--- src/rtl/inst_sram_responder_if.sv ---
// rtl/inst_sram_responder_if.sv - fetch AR/R handshake and backing-store port bundle
//
// Purpose : groups the IFU fetch handshake (AR + R) and the backing-store read
//           port of the instruction SRAM responder into one bundle.
// Ports   : arvalid/araddr/arready  read address channel
//           rvalid/rdata/rresp/rready read data channel
//           mem_en/mem_addr/mem_rdata backing-store read port
// Modports: slave  - the responder (accepts AR, drives R, drives the memory strobe)
//           master - the IFU/testbench side (drives AR, accepts R, supplies mem_rdata)

interface inst_sram_responder_if #(
    parameter int ADDR_WIDTH = 32,
    parameter int DATA_WIDTH = 32
);
    logic                  arvalid;
    logic [ADDR_WIDTH-1:0] araddr;
    logic                  arready;
    logic                  rvalid;
    logic [DATA_WIDTH-1:0] rdata;
    logic [1:0]            rresp;
    logic                  rready;
    logic                  mem_en;
    logic [ADDR_WIDTH-1:0] mem_addr;
    logic [DATA_WIDTH-1:0] mem_rdata;

    modport slave (
        input  arvalid, araddr, rready, mem_rdata,
        output arready, rvalid, rdata, rresp, mem_en, mem_addr
    );

    modport master (
        output arvalid, araddr, rready, mem_rdata,
        input  arready, rvalid, rdata, rresp, mem_en, mem_addr
    );
endinterface

--- src/rtl/inst_sram_responder.sv ---
// rtl/inst_sram_responder.sv - read-only instruction memory responder for IFU fetches
//
// Purpose : accepts one fetch address at a time, waits a programmable latency,
//           reads the backing store and returns the word with a response code
//           (00 OKAY, 10 SLVERR misaligned, 11 DECERR out of range).
// Ports   : clk       clock
//           rst       synchronous active-high reset
//           bus       inst_sram_responder_if.slave (AR/R handshake + memory port)
// Options : ISRAM_RAND_DELAY_EN - when defined, adds 0..7 pseudo-random wait
//           cycles per transaction from an 8-bit LFSR; when undefined the
//           latency is exactly LATENCY and no LFSR exists.

module inst_sram_responder #(
    parameter int                    ADDR_WIDTH = 32,
    parameter int                    DATA_WIDTH = 32,
    parameter int                    LATENCY    = 1,
    parameter logic [ADDR_WIDTH-1:0] BASE_ADDR  = 32'h8000_0000,
    parameter logic [ADDR_WIDTH-1:0] MEM_BYTES  = 32'h0800_0000
) (
    input  logic                      clk,
    input  logic                      rst,
    inst_sram_responder_if.slave      bus
);

    localparam int CNT_W = 9;

    localparam logic [1:0] RESP_OKAY   = 2'b00;
    localparam logic [1:0] RESP_SLVERR = 2'b10;
    localparam logic [1:0] RESP_DECERR = 2'b11;

    // Range bounds carry one extra bit so BASE_ADDR+MEM_BYTES wrapping past
    // the top of the address space cannot alias onto low addresses.
    localparam logic [ADDR_WIDTH:0] RANGE_LO = {1'b0, BASE_ADDR};
    localparam logic [ADDR_WIDTH:0] RANGE_HI = {1'b0, BASE_ADDR} + {1'b0, MEM_BYTES}
                                               - (ADDR_WIDTH+1)'(4);

    typedef enum logic [1:0] {
        S_IDLE = 2'd0,
        S_WAIT = 2'd1,
        S_RESP = 2'd2
    } state_e;

    state_e                  state_q, state_d;
    logic [CNT_W-1:0]        cnt_q, cnt_d;
    logic [ADDR_WIDTH-1:0]   addr_q, addr_d;
    logic                    arready_q, arready_d;
    logic                    rvalid_q, rvalid_d;
    logic [DATA_WIDTH-1:0]   rdata_q, rdata_d;
    logic [1:0]              rresp_q, rresp_d;
    logic                    mem_en;
    logic [CNT_W-1:0]        extra_wait;
    logic [CNT_W-1:0]        cnt_load;
    logic                    misaligned;
    logic                    out_of_range;
    logic [ADDR_WIDTH:0]     addr_ext;

`ifdef ISRAM_RAND_DELAY_EN
    // x^8+x^6+x^5+x^4+1, shifted left; stepped once per accepted address.
    logic [7:0] lfsr_q, lfsr_d;
    logic       lfsr_fb;

    assign lfsr_fb    = lfsr_q[7] ^ lfsr_q[5] ^ lfsr_q[4] ^ lfsr_q[3];
    assign extra_wait = {{(CNT_W-3){1'b0}}, lfsr_q[2:0]};

    always_comb begin
        lfsr_d = lfsr_q;
        if (state_q == S_IDLE && bus.arvalid && arready_q) begin
            lfsr_d = {lfsr_q[6:0], lfsr_fb};
        end
    end

    always_ff @(posedge clk) begin
        if (rst) begin
            lfsr_q <= 8'hA5;
        end else begin
            lfsr_q <= lfsr_d;
        end
    end
`else
    assign extra_wait = '0;
`endif

    // cnt counts the remaining idle WAIT cycles; the fetch happens on the
    // WAIT cycle where it reads zero, so LATENCY=1 loads zero.
    assign cnt_load = CNT_W'(LATENCY - 1) + extra_wait;

    assign addr_ext     = {1'b0, addr_q};
    assign misaligned   = (addr_q[1:0] != 2'b00);
    assign out_of_range = (addr_ext < RANGE_LO) || (addr_ext > RANGE_HI);

    always_comb begin
        state_d  = state_q;
        cnt_d    = cnt_q;
        addr_d   = addr_q;
        rvalid_d = rvalid_q;
        rdata_d  = rdata_q;
        rresp_d  = rresp_q;
        mem_en   = 1'b0;

        case (state_q)
            S_IDLE: begin
                if (bus.arvalid && arready_q) begin
                    addr_d  = bus.araddr;
                    cnt_d   = cnt_load;
                    state_d = S_WAIT;
                end
            end
            S_WAIT: begin
                if (cnt_q == '0) begin
                    rvalid_d = 1'b1;
                    state_d  = S_RESP;
                    // Misalignment is reported ahead of the range check.
                    if (misaligned) begin
                        rresp_d = RESP_SLVERR;
                        rdata_d = '0;
                    end else if (out_of_range) begin
                        rresp_d = RESP_DECERR;
                        rdata_d = '0;
                    end else begin
                        mem_en  = 1'b1;
                        rresp_d = RESP_OKAY;
                        rdata_d = bus.mem_rdata;
                    end
                end else begin
                    cnt_d = cnt_q - 1'b1;
                end
            end
            S_RESP: begin
                if (bus.rready) begin
                    rvalid_d = 1'b0;
                    state_d  = S_IDLE;
                end
            end
            default: begin
                state_d  = S_IDLE;
                rvalid_d = 1'b0;
            end
        endcase

        // Registered ready: high exactly while the next state is IDLE.
        arready_d = (state_d == S_IDLE);
    end

    always_ff @(posedge clk) begin
        if (rst) begin
            state_q   <= S_IDLE;
            cnt_q     <= '0;
            addr_q    <= '0;
            arready_q <= 1'b0;
            rvalid_q  <= 1'b0;
            rdata_q   <= '0;
            rresp_q   <= RESP_OKAY;
        end else begin
            state_q   <= state_d;
            cnt_q     <= cnt_d;
            addr_q    <= addr_d;
            arready_q <= arready_d;
            rvalid_q  <= rvalid_d;
            rdata_q   <= rdata_d;
            rresp_q   <= rresp_d;
        end
    end

    assign bus.arready  = arready_q;
    assign bus.rvalid   = rvalid_q;
    assign bus.rdata    = rdata_q;
    assign bus.rresp    = rresp_q;
    assign bus.mem_en   = mem_en;
    // Address is parked at zero when no read is strobed.
    assign bus.mem_addr = mem_en ? {addr_q[ADDR_WIDTH-1:2], 2'b00} : '0;

endmodule
--- src/flat_wrapper.sv ---
// flat-port wrapper written by rule: the top's interface ports become plain ports
module inst_sram_responder_flat 
#(
    parameter int                    ADDR_WIDTH = 32,
    parameter int                    DATA_WIDTH = 32,
    parameter int                    LATENCY    = 1,
    parameter logic [ADDR_WIDTH-1:0] BASE_ADDR  = 32'h8000_0000,
    parameter logic [ADDR_WIDTH-1:0] MEM_BYTES  = 32'h0800_0000
)
  (clk, rst, bus_arvalid, bus_araddr, bus_rready, bus_mem_rdata, bus_arready, bus_rvalid, bus_rdata, bus_rresp, bus_mem_en, bus_mem_addr);
  inst_sram_responder_if #(.ADDR_WIDTH(ADDR_WIDTH), .DATA_WIDTH(DATA_WIDTH)) bus_i ();
  input  logic clk;
  input  logic rst;
  input wire logic [$bits(bus_i.arvalid)-1:0] bus_arvalid;
  input wire logic [$bits(bus_i.araddr)-1:0] bus_araddr;
  input wire logic [$bits(bus_i.rready)-1:0] bus_rready;
  input wire logic [$bits(bus_i.mem_rdata)-1:0] bus_mem_rdata;
  output wire logic [$bits(bus_i.arready)-1:0] bus_arready;
  output wire logic [$bits(bus_i.rvalid)-1:0] bus_rvalid;
  output wire logic [$bits(bus_i.rdata)-1:0] bus_rdata;
  output wire logic [$bits(bus_i.rresp)-1:0] bus_rresp;
  output wire logic [$bits(bus_i.mem_en)-1:0] bus_mem_en;
  output wire logic [$bits(bus_i.mem_addr)-1:0] bus_mem_addr;
  assign bus_i.arvalid = bus_arvalid;
  assign bus_i.araddr = bus_araddr;
  assign bus_i.rready = bus_rready;
  assign bus_i.mem_rdata = bus_mem_rdata;
  assign bus_arready = bus_i.arready;
  assign bus_rvalid = bus_i.rvalid;
  assign bus_rdata = bus_i.rdata;
  assign bus_rresp = bus_i.rresp;
  assign bus_mem_en = bus_i.mem_en;
  assign bus_mem_addr = bus_i.mem_addr;
  inst_sram_responder #(.ADDR_WIDTH(ADDR_WIDTH), .DATA_WIDTH(DATA_WIDTH), .LATENCY(LATENCY), .BASE_ADDR(BASE_ADDR), .MEM_BYTES(MEM_BYTES)) u_core (.clk(clk), .rst(rst), .bus(bus_i));
endmodule
--- config.mk ---
export PLATFORM = sky130hd
export DESIGN_NAME = inst_sram_responder_flat
export DESIGN_NICKNAME = d
export VERILOG_FILES = /design/src/rtl/inst_sram_responder_if.sv /design/src/rtl/inst_sram_responder.sv /design/src/flat_wrapper.sv
export SDC_FILE = /design/constraint.sdc
export NUM_CORES = 1
export LEC_CHECK = 0
export CORE_AREA = 2 2 94 119
export DETAILED_ROUTE_END_ITERATION = 16
export DIE_AREA = 0 0 96 121
export PLACE_DENSITY = 0.66
export SYNTH_ARGS = -nofsm -noshare
export SYNTH_HDL_FRONTEND = slang
export SYNTH_SLANG_ARGS = --single-unit
--- constraint.sdc ---
create_clock -name clk -period 2.95 [get_ports clk]
set_input_delay 0.7375 -clock clk [delete_from_list [all_inputs] [get_ports clk]]
set_output_delay 0.7375 -clock clk [all_outputs]
set_load 0.05 [all_outputs]
==> results of run 1 <==
-- Yosys cell counts (3+ instances only) --
cell	instances	area share [%]
clkbuf_1	15	1.8
nor3_1	3	0.49
dfxtp_1	79	51
buf_2	6	0.97
a211oi_1	3	0.73
a22o_1	32	9.1
nor2_1	10	1.2
nand2_1	67	8.2
nand4_1	9	1.8
or4_1	3	0.73
and2_1	25	5.1
buf_4	6	1.5
nor4_1	3	0.61
a21oi_1	40	6.5
-- state kept, by name (all words and copies together), names as in the netlist --
| name | flops |
|---|---|
| u_core.bus.rdata | 32 |
| u_core.cnt_q | 9 |
| u_core.bus.rvalid | 1 |
| u_core.bus.rresp | 2 |
| u_core.addr_q | 32 |
| u_core.bus.arready | 1 |
| u_core.state_q | 2 |
-- layout make-up --
| class | count | area [um^2] | share of cell area [%] |
|---|---|---|---|
| Timing Repair Buffer | 151 | 1728 | 32.34 |
| Sequential cell | 79 | 1589 | 29.74 |
| Multi-Input combinational cell | 235 | 1513 | 28.31 |
| Clock buffer | 13 | 250.2 | 4.684 |
| Tap cell | 132 | 165.2 | 3.091 |
| Clock inverter | 3 | 90.09 | 1.686 |
| Inverter | 2 | 7.507 | 0.1405 |
-- layer usage --
metal	vias up	share of wire, %
li1	1457	-
met1	1385	40
met2	135	49
met3	19	8.3
met4	0	2.0
met5	-	0
-- power groups by stage --
stage,sequential (mW),clock [mW],combinational (mW)
after detailed placement,1.15,0,0.250
after CTS,1.12,1.29,0.251
final,1.12,1.26,0.254
after global placement,1.15,0,0.248
after global routing,1.13,1.33,0.273
after floorplan,1.16,0,0.108
-- path summary, 6_finish.rpt --
check                                            end  cells past startpoint
worst max-delay path                 bus_mem_addr[3]                      7
worst min-delay path               u_core.addr_q[27]                      2
worst min register to register     u_core.addr_q[27]                      2
worst max register to register  u_core.bus.rdata[31]                      7
-- logic make-up (layout without fill, tap and decap cells) --
| logic type | count (synthesis) | in the layout |
|---|---|---|
| simple gates | 137 | 137 |
| compound gates | 86 | 86 |
| flops | 79 | 79 |
| buf+inv | 29 | 169 |
| fa+ha+maj | 2 | 2 |
| xor+xnor | 2 | 2 |
| mux | 2 | 2 |
| other cells | 1 | 6 |
-- critical path: stages (launching register included) --
cell      delay [ns]
dfxtp_2         0.35
nor4_4          0.36
nand4_1         0.22
a211oi_4        0.31
buf_4           0.16
buf_4           0.13
and2_4          0.15
buf_12          0.13
-- stage by stage --
stage               power [mW]  area [um^2]  setup slack (ns)  instances  hold WS [ns]
global placement         1.394         4800            0.3978        588        0.4501
CTS                      2.663         5159           0.04894        604        0.4587
finish                   2.634         5343           0.06792        615        0.4574
global route             2.734         5343          -0.05458        615        0.4797
floorplan                1.266         3105           0.08970        343        0.4360
detailed placement       1.396         4800            0.3373        588        0.4503
-- repair_timing --
action / 4_1_cts / 5_1_grt
hold buffers: 0 / 0
buffers inserted: 0 / 10
pin swaps: 0 / 3
gates cloned: 0 / 1
gates resized for setup: 3 / 39
setup endpoints to repair: 15 / 23
==> out/metrics.cfg, run 1 <==
[logic_synthesis]
synth_flop_cell = dfxtp_1
synth_top_family_by_area = simple AND/OR/NAND/NOR gates
syn_inst = 338
synth-edff-count = 0
syn_area_per_cell_um2 = 9.129
synthSimpleGateAreaFrac_pct = 22.99
synth_fa_ha_area_share_pct = 0.8110
ys_warn_count = 0
synth-xor-area-share_pct = 0.5677
ys_ff_latch = 79
synth_compound_area_share_pct = 19.10
seq_area_frac_synth_pct = 51.26
ys_types = 40
synthArstFlopShare_pct = 0
synth_mux_area_share_pct = 0.6488
synth_area_um2 = 3085

[layout]
drive_above_1_share_pct = 20.29
area_delta_synth_final_pct = 73.15
final_cell_mix = 103 x clkdlybuf4s50_1, 75 x dfxtp_1, 67 x nand2_1
nNetsFinal = 548
diodes = 0
fill_cells = 991
post-route-util_pct = 51.09
layout_commonest_cell = clkdlybuf4s50_1

[clocking]
cts_max_path_buffers = 2
clock-root-buffer = clkbuf_16
cts_tree = built
cts_num_sinks = 79
htreeDepth = 3
cts_made_buffers = 9
clock_latency_ns = 0.33
clk_pin_slew_ns = 0.06

[worst_setup_path]
worstSetupPathType = flop to primary output
crit-reg2reg-launch = u_core.cnt_q[0]
start_kind = flop
end_kind = primary output
critPathRequiredTime_ns = 2.21
r2r_setup_slack_ns = 0.71
arrival_ns = 2.14
crit_start = u_core.cnt_q[5]
path_max_fanout = 5

[timing]
clock_skew_ns = 0.006267
setup_viol = 0
hold_viol_final = 0
rsz0062_at_grt = true
relSlewSlack_pct = 63.94
max_freq_mhz = 347.0
fin_crit_ns = 2.882
finalCritPeriodShare_pct = 97.70
maxSlewViolCount = 0
tightest_slew_ns = 0.5392
setup-tns-final_ns = 0

[floorplan]
ios = 137
die_w_um = 96
core_um2 = 10460
die_area_um2 = 11620
die_y_um = 121
row_count = 42
start_util_pct = 29.50

[run_status]
outcome = complete, no violations

[power]
switching_power_mw = 0.5591
pwr-share-seq_pct = 42.7
peakVddDrop_uv = 262.8
powerDensity_nw_per_um2 = 493.0
switching_share_pct = 21.23
combinationalPowerShare_pct = 9.6
p_int_mw = 2.075
leakage_nw = 2.016
power_frac_clock_pct = 47.7

[placement]
place_congestion = 0.8170
numPortBuffers = 130
dpl.hpwl_um = 6376

[detailed_routing]
routed_wl_um = 8972
routedWlPerCell_um = 14.59
drt-initial-drc-count = 101
drc = 0
vias = 2996
firstDrtPassIters = 6
via_per_inst = 4.872
antenna_left = 0

[grt]
antenna_found_initial = 0
grt_pass1_vias = 2891
met1_usage_pct = 17.41
grt_max_degree = 42
track_usage_pct = 15.08
grt_use_met2_pct = 25.13
grt_pass1_wl_um = 13680
use_met3_pct = 4.658
grt_overflow = 0
grt_busiest_layer = met2

[hold_path]
hp-start = u_core.addr_q[27]
min_path_type = flop to flop

[run]
cap_violations = 0

Power figures use the tool's default switching activity.
==> run 2, diff against run 1 <==
--- a/config.mk
+++ b/config.mk
@@ -6,6 +6,7 @@
 export NUM_CORES = 1
 export LEC_CHECK = 0
 export CORE_AREA = 2 2 94 119
+export CTS_CLUSTER_DIAMETER = 40
 export DETAILED_ROUTE_END_ITERATION = 16
 export DIE_AREA = 0 0 96 121
 export PLACE_DENSITY = 0.66
==> results of run 2 <==
The final DEF is identical to that of run 1; final timing and power are the same.
